--- src/rtl/cache_pkg.sv ---
`timescale 1ns/1ps
`default_nettype none
// ============================================================================
// Module   : cache_pkg
// Brief    : Shared encodings for the cache read/write controllers.
// Revision : 1.0
// ============================================================================
package cache_pkg;

    // List-manager status: only 001 is a hit, every other code is a miss.
    localparam logic [2:0] c_acc_hit     = 3'b001;

    localparam logic [1:0] c_cmd_lookup  = 2'b00;
    localparam logic [1:0] c_cmd_alloc   = 2'b10;
    localparam logic [1:0] c_cmd_touch   = 2'b11;

    localparam logic [2:0] c_proc_none   = 3'b000;
    localparam logic [2:0] c_proc_check  = 3'b001;
    localparam logic [2:0] c_proc_busy   = 3'b010;
    localparam logic [2:0] c_proc_done   = 3'b011;

    typedef enum logic [3:0] {
        S_IDLE           = 4'd0,
        S_LOOKUP         = 4'd1,
        S_CHECK_CONFLICT = 4'd2,
        S_WAIT_CONFLICT  = 4'd3,
        S_ALLOCATE_LINE  = 4'd4,
        S_FETCH_REQ      = 4'd5,
        S_WAIT_FETCH_CMP = 4'd6,
        S_MEM_RD         = 4'd7,
        S_WAIT_DATA      = 4'd8,
        S_RESP           = 4'd9
    } rd_state_e;

endpackage
`default_nettype wire

--- src/rtl/rd_ctrl.sv ---
`timescale 1ns/1ps
`default_nettype none
// ============================================================================
// Module   : rd_ctrl
// Brief    : Cache read controller: lookup, miss allocate/fetch, RAM read.
// Revision : 1.0
// ============================================================================
module rd_ctrl
    import cache_pkg::*;
#(
    parameter int ADDR_WIDTH = 32,
    parameter int LIST_DEPTH = 4,
    parameter int DATA_WIDTH = 32,
    parameter int LIST_WIDTH = 32
) (
    input  logic                                               clk,
    input  logic                                               rst_n,
    input  logic                                               acc_rd_valid,
    output logic                                               acc_rd_ready,
    input  logic [ADDR_WIDTH-1:0]                              acc_rd_addr,
    output logic                                               acc_rd_rvalid,
    input  logic                                               acc_rd_rready,
    output logic [DATA_WIDTH-1:0]                              acc_rd_rdata,
    output logic [ADDR_WIDTH-1:0]                              acc_index,
    input  logic [2:0]                                         acc_status,
    output logic [1:0]                                         acc_cmd,
    output logic [$clog2(LIST_DEPTH)-1:0]                      acc_tag,
    output logic                                               acc_req,
    input  logic [$clog2(LIST_DEPTH)-1:0]                      return_tag,
    input  logic [ADDR_WIDTH-1:0]                              return_index,
    output logic [2:0]                                         proc_status_w,
    output logic [ADDR_WIDTH-1:0]                              proc_addr_w,
    input  logic [2:0]                                         proc_status_r,
    input  logic [ADDR_WIDTH-1:0]                              proc_addr_r,
    output logic [1:0]                                         fetch_cmd,
    output logic                                               fetch_req,
    output logic [$clog2(LIST_DEPTH)-1:0]                      fetch_tag,
    output logic [ADDR_WIDTH-1:0]                              fetch_addr,
    output logic [ADDR_WIDTH-1:0]                              fetch_addr_pre,
    input  logic                                               fetch_gnt,
    input  logic                                               fetch_done,
    output logic [$clog2(LIST_DEPTH)+$clog2(LIST_WIDTH)-1:0]   mem_raddr,
    output logic                                               mem_ren,
    input  logic                                               mem_rready,
    input  logic                                               mem_rvalid,
    input  logic [DATA_WIDTH-1:0]                              mem_rdata
);

    localparam int TAG_WIDTH  = $clog2(LIST_DEPTH);
    localparam int OFF_WIDTH  = $clog2(LIST_WIDTH);
    localparam int BYTE_WIDTH = $clog2(DATA_WIDTH/8);
    localparam int LINE_LSB   = OFF_WIDTH + BYTE_WIDTH;

    rd_state_e              r_state;
    rd_state_e              w_state_nxt;
    logic [ADDR_WIDTH-1:0]  r_addr;
    logic [ADDR_WIDTH-1:0]  r_victim;
    logic [TAG_WIDTH-1:0]   r_tag;
    logic [1:0]             r_fetch_cmd;
    logic [DATA_WIDTH-1:0]  r_data;
    logic                   r_miss;

    logic                   w_hit;
    logic                   w_conflict;
    logic                   w_cap_addr;
    logic                   w_cap_tag;
    logic                   w_cap_alloc;
    logic                   w_cap_data;
    logic [ADDR_WIDTH-1:0]  w_req_line;
    logic [ADDR_WIDTH-1:0]  w_own_line;
    logic                   w_unused;

    assign w_req_line = {acc_rd_addr[ADDR_WIDTH-1:LINE_LSB], {LINE_LSB{1'b0}}};
    assign w_own_line = {r_addr[ADDR_WIDTH-1:LINE_LSB], {LINE_LSB{1'b0}}};
    assign w_hit      = (acc_status == c_acc_hit);

    // Reader yields to a writer that is checking or working on the same line.
    assign w_conflict = (proc_addr_r == w_own_line) &&
                        ((proc_status_r == c_proc_check) || (proc_status_r == c_proc_busy));

    // Byte-within-word bits are carried but never addressed.
    assign w_unused   = ^r_addr[BYTE_WIDTH-1:0];

    assign acc_tag        = r_tag;
    assign fetch_tag      = r_tag;
    assign fetch_addr     = w_own_line;
    assign fetch_addr_pre = r_victim;
    assign fetch_cmd      = r_fetch_cmd;
    assign mem_raddr      = {r_tag, r_addr[LINE_LSB-1:BYTE_WIDTH]};
    assign acc_rd_rdata   = r_data;
    assign proc_addr_w    = (r_state == S_IDLE) ? '0 : w_own_line;
    assign acc_index      = (r_state != S_IDLE) ? w_own_line :
                            (acc_rd_valid ? w_req_line : '0);

    always_comb begin
        w_state_nxt   = r_state;
        acc_rd_ready  = 1'b0;
        acc_rd_rvalid = 1'b0;
        acc_req       = 1'b0;
        acc_cmd       = c_cmd_lookup;
        proc_status_w = c_proc_none;
        fetch_req     = 1'b0;
        mem_ren       = 1'b0;
        w_cap_addr    = 1'b0;
        w_cap_tag     = 1'b0;
        w_cap_alloc   = 1'b0;
        w_cap_data    = 1'b0;

        case (r_state)
            S_IDLE: begin
                acc_rd_ready = 1'b1;
                if (acc_rd_valid) begin
                    acc_req    = 1'b1;
                    w_cap_addr = 1'b1;
                    if (w_hit) begin
                        w_cap_tag   = 1'b1;
                        w_state_nxt = S_MEM_RD;
                    end else begin
                        w_state_nxt = S_CHECK_CONFLICT;
                    end
                end
            end
            S_LOOKUP: begin
                acc_req = 1'b1;
                if (w_hit) begin
                    w_cap_tag   = 1'b1;
                    w_state_nxt = S_MEM_RD;
                end else begin
                    w_state_nxt = S_CHECK_CONFLICT;
                end
            end
            S_CHECK_CONFLICT: begin
                proc_status_w = c_proc_check;
                w_state_nxt   = w_conflict ? S_WAIT_CONFLICT : S_ALLOCATE_LINE;
            end
            S_WAIT_CONFLICT: begin
                if (proc_status_r == c_proc_done) begin
                    w_state_nxt = S_LOOKUP;
                end
            end
            S_ALLOCATE_LINE: begin
                acc_req       = 1'b1;
                acc_cmd       = c_cmd_alloc;
                proc_status_w = c_proc_busy;
                w_cap_alloc   = 1'b1;
                w_state_nxt   = S_FETCH_REQ;
            end
            S_FETCH_REQ: begin
                fetch_req     = 1'b1;
                proc_status_w = c_proc_busy;
                if (fetch_gnt) begin
                    w_state_nxt = S_WAIT_FETCH_CMP;
                end
            end
            S_WAIT_FETCH_CMP: begin
                proc_status_w = c_proc_busy;
                if (fetch_done) begin
                    w_state_nxt = S_MEM_RD;
                end
            end
            S_MEM_RD: begin
                mem_ren       = 1'b1;
                proc_status_w = r_miss ? c_proc_busy : c_proc_none;
                if (mem_rready) begin
                    acc_req       = 1'b1;
                    acc_cmd       = c_cmd_touch;
                    proc_status_w = r_miss ? c_proc_done : c_proc_none;
                    w_state_nxt   = S_WAIT_DATA;
                end
            end
            S_WAIT_DATA: begin
                if (mem_rvalid) begin
                    w_cap_data  = 1'b1;
                    w_state_nxt = S_RESP;
                end
            end
            S_RESP: begin
                acc_rd_rvalid = 1'b1;
                if (acc_rd_rready) begin
                    w_state_nxt = S_IDLE;
                end
            end
            default: begin
                w_state_nxt = S_IDLE;
            end
        endcase
    end

    always_ff @(posedge clk or negedge rst_n) begin
        if (!rst_n) begin
            r_state     <= S_IDLE;
            r_addr      <= '0;
            r_victim    <= '0;
            r_tag       <= '0;
            r_fetch_cmd <= '0;
            r_data      <= '0;
            r_miss      <= 1'b0;
        end else begin
            r_state <= w_state_nxt;
            if (w_cap_addr) begin
                r_addr <= acc_rd_addr;
                r_miss <= 1'b0;
            end
            if (w_cap_tag) begin
                r_tag <= return_tag;
            end
            if (w_cap_alloc) begin
                r_tag       <= return_tag;
                r_victim    <= return_index;
                r_fetch_cmd <= acc_status[1:0];
                r_miss      <= 1'b1;
            end
            if (w_cap_data) begin
                r_data <= mem_rdata;
            end
        end
    end

endmodule
`default_nettype wire
--- config.mk ---
export PLATFORM = sky130hd
export DESIGN_NAME = rd_ctrl
export DESIGN_NICKNAME = d
export VERILOG_FILES = /design/src/rtl/cache_pkg.sv /design/src/rtl/rd_ctrl.sv
export SDC_FILE = /design/constraint.sdc
export NUM_CORES = 1
export LEC_CHECK = 0
export ABC_AREA = 1
export BUFFER_PORTS_ARGS = -buffer_cell sky130_fd_sc_hd__buf_2
export CORE_AREA = 2 2 127 129
export DETAILED_ROUTE_END_ITERATION = 6
export DIE_AREA = 0 0 129 131
export PLACE_DENSITY = 0.65
export SYNTH_ARGS = -nofsm -noshare
export SYNTH_HDL_FRONTEND = slang
export SYNTH_SLANG_ARGS = --single-unit
export TNS_END_PERCENT = 1
--- constraint.sdc ---
create_clock -name clk -period 3.05 [get_ports clk]
set_clock_uncertainty 0.15 [all_clocks]
set_input_delay 0.61 -clock clk [delete_from_list [all_inputs] [get_ports clk]]
set_output_delay 0.61 -clock clk [all_outputs]
set_load 0.01 [all_outputs]
==> results.json <==
{
  "cp_common_cell": "nand2_1",
  "critPathMaxFanout": 13,
  "dieWidth_um": 129,
  "fin_tns_setup_ns": 0,
  "p_switching_mw": 3.314,
  "p_leak_nw": 4.080,
  "grt_pass1_vias": 4533,
  "core_um2": 15600,
  "synth_top_family_by_area": "simple AND/OR/NAND/NOR gates",
  "post_drt_wl_per_cell_um": 13.96,
  "worstSetupStartpointType": "register",
  "drive_gt1_frac": 0.4289,
  "path_cells": "nor2_1 > nand2_1 > nor2_4 > buf_12 > buf_4 > nand2_1 > o21ai_0 > buf_2",
  "worstSetupEndpointType": "output pin",
  "wl_met3_mm": 1.170,
  "rsz0062_at_grt": "no",
  "setup_ws_ns": 0.3179,
  "dieArea_um2": 16900,
  "antenna_found_initial": 2,
  "clk_latency_ns": 0.34,
  "synth_adder_area_share": 0,
  "io_buffers": 302,
  "dr_total_vias": 4811,
  "fin_nets": 1025,
  "rows": 46,
  "max_stage_delay_ns": 0.43,
  "clk_path_buf_depth": 2,
  "drc_errors": 0,
  "power_frac_clock": 0.150,
  "synthMuxAreaShare": 0.1445,
  "arrival_ns": 1.97,
  "max_slew.worst_pin.slew_ns": 0.5782,
  "area_growth_pct": 38.94,
  "grt_overflow": 0,
  "num_io_pins": 327,
  "drt-total-wl_mm": 15.41,
  "wl_met1_mm": 6.305,
  "drt_first_pass_iters": 6,
  "cts-root-buf": "clkbuf_16",
  "die_height_um": 131,
  "cp_slowest_cell": "dfrtp_1",
  "postSynthAreaPerCell_um2": 8.915,
  "wl_met2_mm": 7.690,
  "ys_ff_latch": 103,
  "ys_types": 27,
  "drtIter0Drc": 158,
  "pwr_density_cell_nw_per_um2": 1078,
  "synth_xor_area_frac": 0.001703,
  "path_buf_inv": 3,
  "numCtsBuffers": 9,
  "cts_tree": "built",
  "holdCritPathClass": "in -> async",
  "final_antenna_net_count": 0,
  "worst_ep_required_time_ns": 2.29,
  "finalHoldViolCount": 0,
  "setup_viol": 0,
  "slew_headroom": 0.6145,
  "hpwl_mm": 12.28,
  "crit_family": "simple AND/OR/NAND/NOR gates",
  "swShare": 0.4300,
  "grt_usage": 0.1765,
  "pre_cts_slack_ns": 0.5125,
  "htreeDepth": 3,
  "combPwrFrac": 0.533,
  "maxCapViolCount": 0,
  "fin_crit_sh": 0.8958,
  "grt_first_pass_wirelength_mm": 22.94,
  "top_layer_used": "met4",
  "holdWs_ns": 0.06820,
  "syn_area_um2": 5144,
  "start_util": 0.3298,
  "synth-compound-area-share": 0.06470,
  "status": "finished, final reports clean",
  "path_clk_slew_ns": 0.08,
  "ys_warn_count": 0,
  "netlist_instances": 577,
  "grt_max_degree": 71,
  "p_int_mw": 4.392,
  "final-max-slew-violation-count": 0,
  "p_seq_frac": 0.317,
  "cts_sinks": 103,
  "crit_type": "reg -> out",
  "post-route-min-period_ns": 2.732,
  "viasPerCell": 4.358,
  "place.gp.congestion": 0.8195,
  "fmax_mhz": 366.0,
  "vdd_drop_max_mv": 0.4300,
  "holdBufCountCts": 0,
  "yosys.area_share.simple": 0.1708,
  "ys_seq_area_frac": 0.5011
}
## routing by layer
layer | vias up | track usage
met1 | 2226 | 0.2127
met2 | 213 | 0.3059
met5 | - | 0
li1 | 2359 | -
met4 | 0 | 0.05307
met3 | 13 | 0.05293
## layout make-up
cell class	instances	area, um^2
antenna	2	5.005
clock buffer	9	225.2
clock inverter	7	73.82
fill	1601	8451
inverter	76	285.3
multi-input combinational	375	2053
sequential	103	2577
tap	216	270.3
timing repair buffer	316	1657
## cell usage after synthesis
| library cell | count | share of area |
|---|---|---|
| nand2_1 | 157 | 0.11 |
| dfrtp_1 | 103 | 0.50 |
| inv_1 | 72 | 0.053 |
| o21ai_0 | 57 | 0.055 |
| nor2_1 | 54 | 0.039 |
| mux2_2 | 36 | 0.079 |
| mux2_1 | 30 | 0.066 |
| buf_4 | 29 | 0.042 |
| buf_2 | 5 | 0.0049 |
| clkbuf_1 | 5 | 0.0036 |
| inv_2 | 4 | 0.0029 |
| buf_8 | 3 | 0.0088 |
| nor2_2 | 3 | 0.0036 |
| nor3_1 | 3 | 0.0029 |
| a21oi_1 | 2 | 0.0019 |
| buf_1 | 2 | 0.0015 |
| nand3_1 | 2 | 0.0019 |
| conb_1 | 1 | 0.00073 |
| nand2_2 | 1 | 0.0012 |
| nor2_8 | 1 | 0.0039 |
| nor3_4 | 1 | 0.0032 |
| o211ai_1 | 1 | 0.0015 |
| o21a_1 | 1 | 0.0015 |
| o21ai_2 | 1 | 0.0017 |
| o21bai_1 | 1 | 0.0015 |
| o22ai_1 | 1 | 0.0012 |
| xnor2_1 | 1 | 0.0017 |
## power by group through the flow
stage | Combinational (mW) | Clock (mW) | Sequential (mW)
6_report | 4.11 | 1.15 | 2.44
5_1_grt | 4.57 | 1.26 | 2.54
4_1_cts | 4.15 | 1.21 | 2.45
3_5_place_dp | 4.15 | 0 | 2.46
3_3_place_gp | 4.11 | 0 | 2.44
2_1_floorplan | 2.05 | 0 | 2.76
## cell families after synthesis
kind of cell	Yosys count
XOR/XNOR	1
buffers and inverters	120
other	1
AND/OR/NAND/NOR	222
flip-flops	103
multiplexers	66
AO/OA/AOI/OAI	64
## cell usage in the layout (no fill, tap or decap), types with 9 or more instances in the layout
cell type	netlist	layout
buf_2	5	301
buf_4	29	12
clkbuf_16	0	9
conb_1	1	22
dfrtp_1	103	103
inv_1	72	72
mux2_1	30	30
mux2_2	36	36
nand2_1	157	157
nor2_1	54	53
o21ai_0	57	57
## state kept, by name, summed over array words and instances (netlist names)
signal / flops
acc_rd_rdata: 32
acc_tag: 2
fetch_addr_pre: 32
fetch_cmd: 2
r_addr: 30
r_miss: 1
r_state: 4
## through the flow
step	util	cells	area (um^2)	power [mW]
6_report	0.4582	1104	7147	7.705
5_1_grt	0.4582	1104	7147	8.365
4_1_cts	0.4561	1100	7114	7.809
3_5_place_dp	0.4369	1084	6815	6.610
3_3_place_gp	0.4369	1084	6815	6.550
2_1_floorplan	-	598	5223	4.818
## path summary, 6_finish.rpt
path / startpoint / end / slack [ns] / depth (start not counted)
max in group asynchronous: rst_n / acc_rd_rdata[31] / 1.92 / 2
hold reg to reg: r_addr[6] / r_addr[6] / 0.32 / 2
setup / recovery: r_state[3] / acc_index[11] / 0.32 / 8
hold / removal: rst_n / fetch_addr_pre[0] / 0.07 / 1
min in group clk: r_addr[6] / r_addr[6] / 0.32 / 2
setup reg to reg: r_state[3] / acc_tag[1] / 0.90 / 8
## timing repair
item | CTS | global route
endpoints found under the setup margin | 0 | 3
buffers inserted | 0 | 2
hold endpoints to repair | 0 | 0
gates resized for setup | 0 | 0
No activity file was read; power rests on OpenSTA's default activity.
